## src/rtl/approx_arith_pkg.sv

```systemverilog
// Shared types and widths for the approximate (Mitchell log-domain) arithmetic datapath.
// Latency: n/a (types and constants only).
// Backpressure: n/a.
package approx_arith_pkg;

   localparam int DIVIDEND_W_DEF = 16;
   localparam int DIVISOR_W_DEF  = 8;
   localparam int F              = DIVIDEND_W_DEF - 1;        // fraction bits of a log value
   localparam int KW             = $clog2(DIVIDEND_W_DEF);    // width of the integer (MSB index) field
   localparam int DW             = KW + F + 2;                // signed log-difference width

   // Log-domain value: integer part k (MSB index) and F-bit mantissa fraction
   typedef struct packed {
      logic [KW-1:0] k;
      logic [F-1:0]  frac;
   } log_val_t;

   // Payload held in stage 1: signs, zero flags and operand magnitudes
   typedef struct packed {
      logic                      sign;
      logic                      a_neg;
      logic                      za;
      logic                      zb;
      logic [DIVIDEND_W_DEF-1:0] a;
      logic [DIVISOR_W_DEF-1:0]  b;
   } s1_pay_t;

   // Payload held in stage 2: signs, zero flags and the log-domain difference
   typedef struct packed {
      logic                 sign;
      logic                 a_neg;
      logic                 za;
      logic                 zb;
      logic signed [DW-1:0] diff;
   } s2_pay_t;

   // Zero-extend a log value into the signed difference width
   function automatic logic signed [DW-1:0] log_to_diff(input log_val_t v);
      return $signed({2'b00, v});
   endfunction

endpackage

```

## src/rtl/lod_log.sv

```systemverilog
// Leading-one detect plus normalisation: unsigned value -> {k, frac} Mitchell log.
// Latency: combinational.
// Backpressure: none (pure function of its input).
module lod_log
   import approx_arith_pkg::*;
#(
   parameter int W = 16
) (
   input  logic [W-1:0] val,
   output log_val_t     lv
);

   logic [KW-1:0] k_lz;
   logic [KW-1:0] sh;
   logic [W-1:0]  norm;
   logic [F-1:0]  frac;

   // Find the MSB index, shift it to the top and keep the bits below it as the fraction
   always_comb begin
      k_lz = '0;
      for (int i = 0; i < W; i++) begin
         if (val[i]) k_lz = KW'(i);
      end
      sh   = KW'(W - 1) - k_lz;
      norm = val << sh;
      frac = '0;
      frac[F-1 -: W-1] = norm[W-2:0];
      lv.k    = k_lz;
      lv.frac = frac;
   end

endmodule

```

## src/rtl/log_divider.sv

```systemverilog
// Mitchell-approximation signed divider: log subtraction then antilog, with special cases.
// Latency: 3 cycles input transfer to out_valid, throughput 1 per cycle.
// Backpressure: full valid/ready; a stalled output freezes full stages, in_ready drops when S1 cannot move.
module log_divider
   import approx_arith_pkg::*;
#(
   parameter int DIVIDEND_W = DIVIDEND_W_DEF,
   parameter int DIVISOR_W  = DIVISOR_W_DEF
) (
   input  logic                  clk,
   input  logic                  rst_n,
   input  logic                  in_valid,
   output logic                  in_ready,
   input  logic [DIVIDEND_W-1:0] dividend,
   input  logic [DIVISOR_W-1:0]  divisor,
   output logic                  out_valid,
   input  logic                  out_ready,
   output logic [DIVIDEND_W-1:0] quotient,
   output logic                  div_by_zero,
   output logic                  sat
);

   logic     ready_en;
   logic     s1_valid, s2_valid;
   s1_pay_t  s1_d, s1_q;
   s2_pay_t  s2_d, s2_q;
   log_val_t la, lb;
   logic     s3_en, s2_adv, s2_load, s1_adv;

   // Stage n moves when stage n+1 is empty or moving; chain is combinational from out_ready
   assign s3_en    = !out_valid | out_ready;
   assign s2_adv   = s2_valid & s3_en;
   assign s2_load  = !s2_valid | s2_adv;
   assign s1_adv   = s1_valid & s2_load;
   assign in_ready = ready_en & (!s1_valid | s1_adv);

   // Hold in_ready low until the first clock after reset release
   always_ff @(posedge clk or negedge rst_n) begin
      if (!rst_n) ready_en <= 1'b0;
      else        ready_en <= 1'b1;
   end

   // S1 next state: result sign, zero flags and magnitudes (|-32768| fits as unsigned)
   always_comb begin
      s1_d.sign  = dividend[DIVIDEND_W-1] ^ divisor[DIVISOR_W-1];
      s1_d.a_neg = dividend[DIVIDEND_W-1];
      s1_d.za    = (dividend == '0);
      s1_d.zb    = (divisor == '0);
      s1_d.a     = dividend[DIVIDEND_W-1] ? (-dividend) : dividend;
      s1_d.b     = divisor[DIVISOR_W-1] ? (-divisor) : divisor;
   end

   // S1 register: load on input transfer, drain when S2 takes the entry
   always_ff @(posedge clk or negedge rst_n) begin
      if (!rst_n) begin
         s1_valid <= 1'b0;
         s1_q     <= '0;
      end else if (in_ready) begin
         s1_valid <= in_valid;
         if (in_valid) s1_q <= s1_d;
      end
   end

   lod_log #(.W(DIVIDEND_W)) u_lod_a (.val(s1_q.a), .lv(la));
   lod_log #(.W(DIVISOR_W))  u_lod_b (.val(s1_q.b), .lv(lb));

   // S2 next state: log-domain subtraction, flags carried along
   always_comb begin
      s2_d.sign  = s1_q.sign;
      s2_d.a_neg = s1_q.a_neg;
      s2_d.za    = s1_q.za;
      s2_d.zb    = s1_q.zb;
      s2_d.diff  = log_to_diff(la) - log_to_diff(lb);
   end

   // S2 register: holds while the output stage is stalled
   always_ff @(posedge clk or negedge rst_n) begin
      if (!rst_n) begin
         s2_valid <= 1'b0;
         s2_q     <= '0;
      end else if (s2_load) begin
         s2_valid <= s1_valid;
         if (s1_valid) s2_q <= s2_d;
      end
   end

   logic                  kneg, khi;
   logic [KW-1:0]         k3, sh3;
   logic [F-1:0]          f3;
   logic [DIVIDEND_W-1:0] mag;
   logic [DIVIDEND_W-1:0] q_d;
   logic                  dbz_d, sat_d;

   // S3: antilog of the difference, then sign, saturation and divide-by-zero handling
   always_comb begin
      kneg  = s2_q.diff[DW-1];
      khi   = s2_q.diff[DW-2];
      k3    = s2_q.diff[F +: KW];
      f3    = s2_q.diff[F-1:0];
      sh3   = KW'(F) - k3;
      q_d   = '0;
      dbz_d = 1'b0;
      sat_d = 1'b0;
      if (kneg)     mag = '0;                    // quotient magnitude below one
      else if (khi) mag = '1;                    // shift beyond range: force the clip path
      else          mag = {1'b1, f3} >> sh3;
      if (s2_q.zb) begin
         dbz_d = 1'b1;
         q_d   = s2_q.a_neg ? {1'b1, {F{1'b0}}} : {1'b0, {F{1'b1}}};
      end else if (s2_q.za) begin
         q_d = '0;
      end else if (!s2_q.sign) begin
         if (mag[DIVIDEND_W-1]) begin
            q_d   = {1'b0, {F{1'b1}}};
            sat_d = 1'b1;
         end else begin
            q_d = mag;
         end
      end else begin
         q_d = -mag;                             // -2^F is representable, no clip needed
      end
   end

   // Output register: update only when empty or being consumed, so results hold under stall
   always_ff @(posedge clk or negedge rst_n) begin
      if (!rst_n) begin
         out_valid   <= 1'b0;
         quotient    <= '0;
         div_by_zero <= 1'b0;
         sat         <= 1'b0;
      end else if (s3_en) begin
         out_valid <= s2_valid;
         if (s2_valid) begin
            quotient    <= q_d;
            div_by_zero <= dbz_d;
            sat         <= sat_d;
         end
      end
   end

endmodule

```

## config.mk

```make
export PLATFORM = sky130hd
export DESIGN_NAME = log_divider
export DESIGN_NICKNAME = d
export VERILOG_FILES = /design/src/rtl/approx_arith_pkg.sv /design/src/rtl/lod_log.sv /design/src/rtl/log_divider.sv
export SDC_FILE = /design/constraint.sdc
export NUM_CORES = 1
export LEC_CHECK = 0
export CORE_ASPECT_RATIO = 1.25
export CORE_MARGIN = 2
export CORE_UTILIZATION = 40
export CTS_CLUSTER_DIAMETER = 30
export DETAILED_ROUTE_END_ITERATION = 10
export PLACE_DENSITY = 0.64
export SLEW_MARGIN = 10
export SYNTH_ARGS = -nofsm -noshare
export SYNTH_HDL_FRONTEND = slang
export SYNTH_SLANG_ARGS = --single-unit
```

## constraint.sdc

```tcl
create_clock -name clk -period 5.2 [get_ports clk]
set_input_delay 1.3 -clock clk [delete_from_list [all_inputs] [get_ports clk]]
set_output_delay 1.3 -clock clk [all_outputs]
set_load 0.01 [all_outputs]
```

==> results of run 1 <==
-- cells in the final DEF (no fill, tap or decap), drive strengths merged, types with 8 or more instances in the layout --
cell type	instances
a21oi	35
a221oi	8
a31oi	8
and2	11
clkbuf	9
clkdlybuf4s50	46
dfrtp	74
ha	13
inv	34
mux2	11
mux4	14
nand2	106
nand2b	11
nand3	13
nor2	55
nor2b	9
nor3	13
nor4	12
o21ai	69
o31ai	15
xnor2	12
xor2	21
-- cell type report --
class,instances,area (um2)
repair buffers,53,510
multi-input cells,544,3560
well taps,175,219
fillers,1316,7290
flip-flops and latches,74,1850
clock inverters,7,93.8
clock buffers,9,225
inverters,35,131
-- flip-flops by register name (all words and copies together) (netlist names) --
name         count
s2_q             4
out_valid        1
ready_en         1
s1_q            28
k3               4
quotient        16
s1_valid         1
div_by_zero      1
sat              1
f3              15
s2_valid         1
khi              1
-- per-stage QoR --
step | instance area, um2 | cells | hold slack, ps | setup WS, ps | total power [mW]
2_1_floorplan | 5700 | 689 | 439 | 837 | 2.72
3_3_place_gp | 6270 | 881 | 473 | 608 | 3.24
3_5_place_dp | 6270 | 881 | 475 | 425 | 3.30
4_1_cts | 6590 | 897 | 489 | 409 | 3.99
5_1_grt | 6590 | 897 | 517 | 6.62 | 4.32
6_report | 6590 | 897 | 484 | 513 | 4.00
-- cell families after synthesis --
group,synth area share [%]
flops,32.5
xor+xnor,5.07
compound gates,24.1
mux,8.90
simple gates,21.1
buf+inv,5.12
fa+ha+maj,3.21
other cells,0.0658
-- report_power, final --
part / total [mW] / internal [mW] / switching (mW)
clock network: 0.675 / 0.419 / 0.256
registers: 1.02 / 0.753 / 0.270
logic: 2.30 / 1.06 / 1.23
total: 4.00 / 2.24 / 1.76
-- worst register-to-register path: cells and delay by family (launching register included) --
kind | cells | cell delay, ps
buf+inv | 1 | 50
fa+ha+maj | 2 | 580
mux | 1 | 490
compound gates | 10 | 2150
xor+xnor | 1 | 140
flops | 1 | 520
simple gates | 4 | 630
-- routing by layer --
| layer | up-vias | track usage (%) |
|---|---|---|
| met5 | - | 0 |
| met2 | 194 | 36.3 |
| li1 | 2575 | - |
| met4 | 0 | 11.3 |
| met3 | 42 | 2.51 |
| met1 | 2477 | 21.9 |
-- path summary, 6_finish.rpt --
path / end / slack (ps) / cells past startpoint / from
max: k3[3]$_DFFE_PN0P_ / 510 / 19 / s1_q[19]$_DFFE_PN0P_
min: s1_q[23]$_DFFE_PN0P_ / 480 / 2 / s1_q[23]$_DFFE_PN0P_
max reg2reg: k3[3]$_DFFE_PN0P_ / 510 / 19 / s1_q[19]$_DFFE_PN0P_
min reg2reg: s1_q[23]$_DFFE_PN0P_ / 480 / 2 / s1_q[23]$_DFFE_PN0P_
max in group asynchronous: s1_q[27]$_DFFE_PN0P_ / 3130 / 2 / rst_n
min in group asynchronous: quotient[11]$_DFFE_PN0P_ / 1100 / 1 / rst_n
==> results.yml, run 1 <==
global_route:
  grt_max_degree: 44
  track_usage_pct: 19.6
  grt_overflow: 0
  grt_pass1_vias: 5073
  grt_first_pass_wirelength_mm: 24.4
  grt_antenna_before_repair: 0
yosys:
  ys_seq_area_share_pct: 32.5
  ys_warn_count: 0
  synth-seq-cells: 74
  synth_ff_type: "dfrtp_1"
  syn_inst: 689
  synthArstFlopShare_pct: 100
  synth_common_cells: "nand2_1, dfrtp_1, o21ai_0"
  syn_area_per_cell_um2: 8.27
  syn_area_mm2: 0.00570
  yosysMostFrequentCell: "nand2_1"
  synth_enable_flop_cells: 0
  synth_top_area_cell: "dfrtp_1"
  ys_top_cells_by_area: "dfrtp_1, nand2_1, o21ai_0, mux4_2, nor2_1"
  synth_cell_types: 72
  postSynthNetCount: 731
  synth_top_area_share_pct: 32.5
die:
  die_w_um: 111
  ios: 48
  start_util_pct: 41.1
  fp-row-count: 48
  core-area_mm2: 0.0139
  die-area_mm2: 0.0152
  fp.dieH_um: 137
clocking:
  cts_tree: "yes"
  clk_latency_ps: 350
  cts.reportedPaths.clkPinSlew_ps: 60
  post_cts_buffers: 0
  clock_sinks: 74
  h-tree-depth: 3
  numCtsBuffers: 9
  postCtsHoldBufs: 0
  clockBufferDepth: 2
  ctsResizeCount: 0
  cts_root_buffer: "clkbuf_16"
route:
  first_pass_iters: 5
  vias: 5288
  drc: 0
  wl_met1_mm: 5.86
  drt_iter0_markers: 238
  ant_nets: 0
  wl_met2_mm: 7.27
  met3_length_um: 747
  drt-total-wl_mm: 14.5
  wl_per_cell_um: 16.2
  routed.top_layer: "met4"
  vias_per_cell: 5.90
worst_setup_path:
  end_kind: "flip-flop"
  crit_required_ps: 5410
  slowest_delay_ps: 520
  crit_chain: "nor2b_1 -> o21ai_0 -> nand2_1 -> a221oi_1 -> nor2_2 -> mux4_2 -> and2_1 -> o2bb2ai_1 -> ha_1 -> inv_1 -> fa_1 -> a21o_1 -> a21oi_1 -> o21ai_0 -> a21oi_1 -> o21ai_0 -> a31oi_1 -> xnor2_1 -> o21ai_0"
  cp_common_cell: "o21ai_0"
  worstPathMaxFanout: 11
  start_kind: "flip-flop"
  cp_num_buf_inv: 1
  crit_slowest_cell: "dfrtp_1"
  worstSetupPathType: "flip-flop to flip-flop"
  cp_top_family: "compound AO/OA/AOI/OAI gates"
  worstPathArrival_ps: 4900
power_and_ir_drop:
  powerDensity_mw_per_mm2: 606
  p_leak_nw: 2.73
  vdd_drop_max_v: 0.000305
timing:
  finalMaxSlewViolations: 0
  skew_ps: 9.70
  tns_ps: 0
  period_needed_ps: 4690
  hold_viol_final: 0
  tightest_slew_ps: 1110
  fin_crit_sh_pct: 90.1
  rsz0062_at_grt: "no"
  relSlewSlack_pct: 25.2
  setup_viol: 0
  timing.fmax_mhz: 213
cells_and_area:
  syn_to_final_growth_pct: 15.6
  final_core_util_pct: 47.5
  layout-drive-gt1-share_pct: 8.03
  n_antenna_cell: 0
  nNetsFinal: 759
worst_hold_path:
  holdCritPathClass: "flip-flop to flip-flop"
place:
  dp_hpwl_mm: 11.1
  numPortBuffers: 47
  gp_congestion: 0.946
job:
  maxCapViolations: 0
outcome:
  status: "complete, no violations"
(Power assumes the default switching activity.)
==> run 2: changes to the inputs <==
- CORE_MARGIN: 2 -> 4
==> results.yml, run 2 (synthesized netlist as in run 1, its figures left out) <==
power_and_ir_drop:
  p_switching_mw: 1.76
  p_int_mw: 2.20
  p_leak_nw: 2.72
  combinationalPowerShare_pct: 58.2
  switching_share_pct: 44.4
  seqPwrFrac_pct: 25.9
  pwr-share-clk_pct: 16.0
  vdd_drop_max_v: 0.000303
  powerDensity_mw_per_mm2: 602
cells_and_area:
  largest_register_ffs: 28
  layout_common_cells: "nand2_1, dfrtp_1, o21ai_0"
  finalNonFillerCells: 896
  nNetsFinal: 758
  syn_to_final_growth_pct: 15.4
  regArea_mm2: 0.00185
  layout_commonest_cell: "nand2_1"
  fillers: 1342
  largest-register: "s1_q"
  final_core_util_pct: 47.4
  layout-drive-gt1-share_pct: 8.04
  n_antenna_cell: 0
  multi_input_area_mm2: 0.00356
route:
  first_pass_iters: 5
  wl_per_cell_um: 16.4
  drt_iter0_markers: 247
  vias: 5204
  vias_per_cell: 5.81
  routed.top_layer: "met4"
  drt-total-wl_mm: 14.7
  met3_length_um: 561
  wl_met2_mm: 7.66
  ant_nets: 0
  drc: 0
  wl_met1_mm: 5.92
worst_hold_path:
  holdCritPathClass: "flip-flop to flip-flop"
  hp-start: "div_by_zero$_DFFE_PN0P_"
global_route:
  track_usage_pct: 18.4
  grt_overflow: 0
  grt_antenna_before_repair: 0
  grt_first_pass_wirelength_mm: 24.4
  grt_pass1_vias: 5032
  grt_max_degree: 42
timing:
  hold_viol_final: 0
  rsz0062_at_grt: "no"
  tightest_slew_ps: 1080
  relSlewSlack_pct: 27.8
  timing.fmax_mhz: 217
  skew_ps: 6.23
  tns_ps: 0
  fin_crit_sh_pct: 88.7
  period_needed_ps: 4610
  setup_viol: 0
  finalMaxSlewViolations: 0
worst_setup_path:
  crit_slowest_cell: "mux4_2"
  cp_top_family: "compound AO/OA/AOI/OAI gates"
  worstPathMaxFanout: 11
  crit_required_ps: 5370
  critPathLaunch: "s1_q[21]$_DFFE_PN0P_"
  slowest_delay_ps: 580
  worstReg2RegStart: "s1_q[21]$_DFFE_PN0P_"
  cp_num_buf_inv: 1
  worstSetupPathType: "flip-flop to flip-flop"
  end_kind: "flip-flop"
  crit_chain: "nor4_1 -> a221oi_2 -> nor2_2 -> mux4_2 -> and2_1 -> o2bb2ai_1 -> ha_1 -> inv_1 -> fa_1 -> a21o_1 -> a21oi_1 -> o21ai_0 -> a21oi_1 -> o21ai_0 -> a31oi_1 -> xnor2_1 -> o21ai_0"
  worstPathArrival_ps: 4780
  start_kind: "flip-flop"
  cp_common_cell: "o21ai_0"
clocking:
  numCtsBuffers: 9
  h-tree-depth: 3
  cts_root_buffer: "clkbuf_16"
  cts.reportedPaths.clkPinSlew_ps: 60
  clockBufferDepth: 2
  clock_sinks: 74
  cts_tree: "yes"
  postCtsHoldBufs: 0
  clk_latency_ps: 330
die:
  core-area_mm2: 0.0139
  die-area_mm2: 0.0162
  die_w_um: 115
  start_util_pct: 41.1
  fp.dieH_um: 141
  ios: 48
  fp-row-count: 48
job:
  maxCapViolations: 0
place:
  gp_congestion: 0.929
  dpl.cell_count: 880
  numPortBuffers: 47
  dp_hpwl_mm: 11.4
outcome:
  status: "complete, no violations"
## run 2: cell types whose count changed in the layout (fill, tap and decap cells not counted)
| cell | previous run | this run |
|---|---|---|
| a221oi_2 | 1 | 2 |
| clkinvlp_4 | 2 | 3 |
| a221oi_1 | 7 | 6 |
| bufinv_16 | 2 | 1 |
| clkbuf_8 | 0 | 1 |
| clkinv_2 | 2 | 1 |
| buf_4 | 6 | 5 |
## run 2: power by group through the flow
stage               Combinational, mW  Sequential (mW)  Clock [mW]
floorplan                        1.81            0.913           0
global placement                 2.24             1.02           0
detailed placement               2.28             1.03           0
CTS                              2.29             1.02       0.647
global route                     2.55             1.06       0.673
finish                           2.30             1.02       0.632
## run 2: metal layers
metal / up-vias / global-route usage, %
li1: 2566 / -
met1: 2453 / 21.6
met2: 151 / 33.1
met3: 34 / 2.86
met4: 0 / 7.73
met5: - / 0
## run 2: worst paths after layout
| path | to | slack [ps] | depth (start not counted) |
|---|---|---|---|
| min in group asynchronous | quotient[3]$_DFFE_PN0P_ | 1030 | 1 |
| hold / removal | div_by_zero$_DFFE_PN0P_ | 490 | 2 |
| max in group asynchronous | s1_q[24]$_DFFE_PN0P_ | 3170 | 2 |
| setup / recovery | k3[3]$_DFFE_PN0P_ | 590 | 17 |
| hold reg to reg | div_by_zero$_DFFE_PN0P_ | 490 | 2 |
| setup reg to reg | k3[3]$_DFFE_PN0P_ | 590 | 17 |
## run 2: area by class of cell
cell class,count,area share (%)
clock buffer,10,3.64
clock inverter,6,1.01
inverter,35,2.00
multi-input combinational,544,54.2
sequential,74,28.2
tap,175,3.33
timing repair buffer,52,7.65
## run 2: what timing repair did
action,4_1_cts,5_1_grt
gates resized for setup,0,2
endpoints found under the hold margin,0,0
setup buffers,0,0
endpoints found under the setup margin,0,4
## run 2: worst reg2reg max path: cells and delay by family (launching register included)
family	cells	cell delay, ps
AO/OA/AOI/OAI	9	1520
XOR/XNOR	1	140
adder cells (fa/ha/maj)	2	570
buffers and inverters	1	50
flip-flops	1	500
multiplexers	1	580
AND/OR/NAND/NOR	3	1080
## run 2: stage by stage
step / hold WS, ps / instance area [um2] / total power, mW / setup WS, ps
global placement: 471 / 6260 / 3.26 / 575
finish: 488 / 6570 / 3.96 / 588
CTS: 494 / 6560 / 3.96 / 323
floorplan: 439 / 5700 / 2.72 / 837
detailed placement: 480 / 6260 / 3.32 / 381
global route: 527 / 6570 / 4.29 / 139
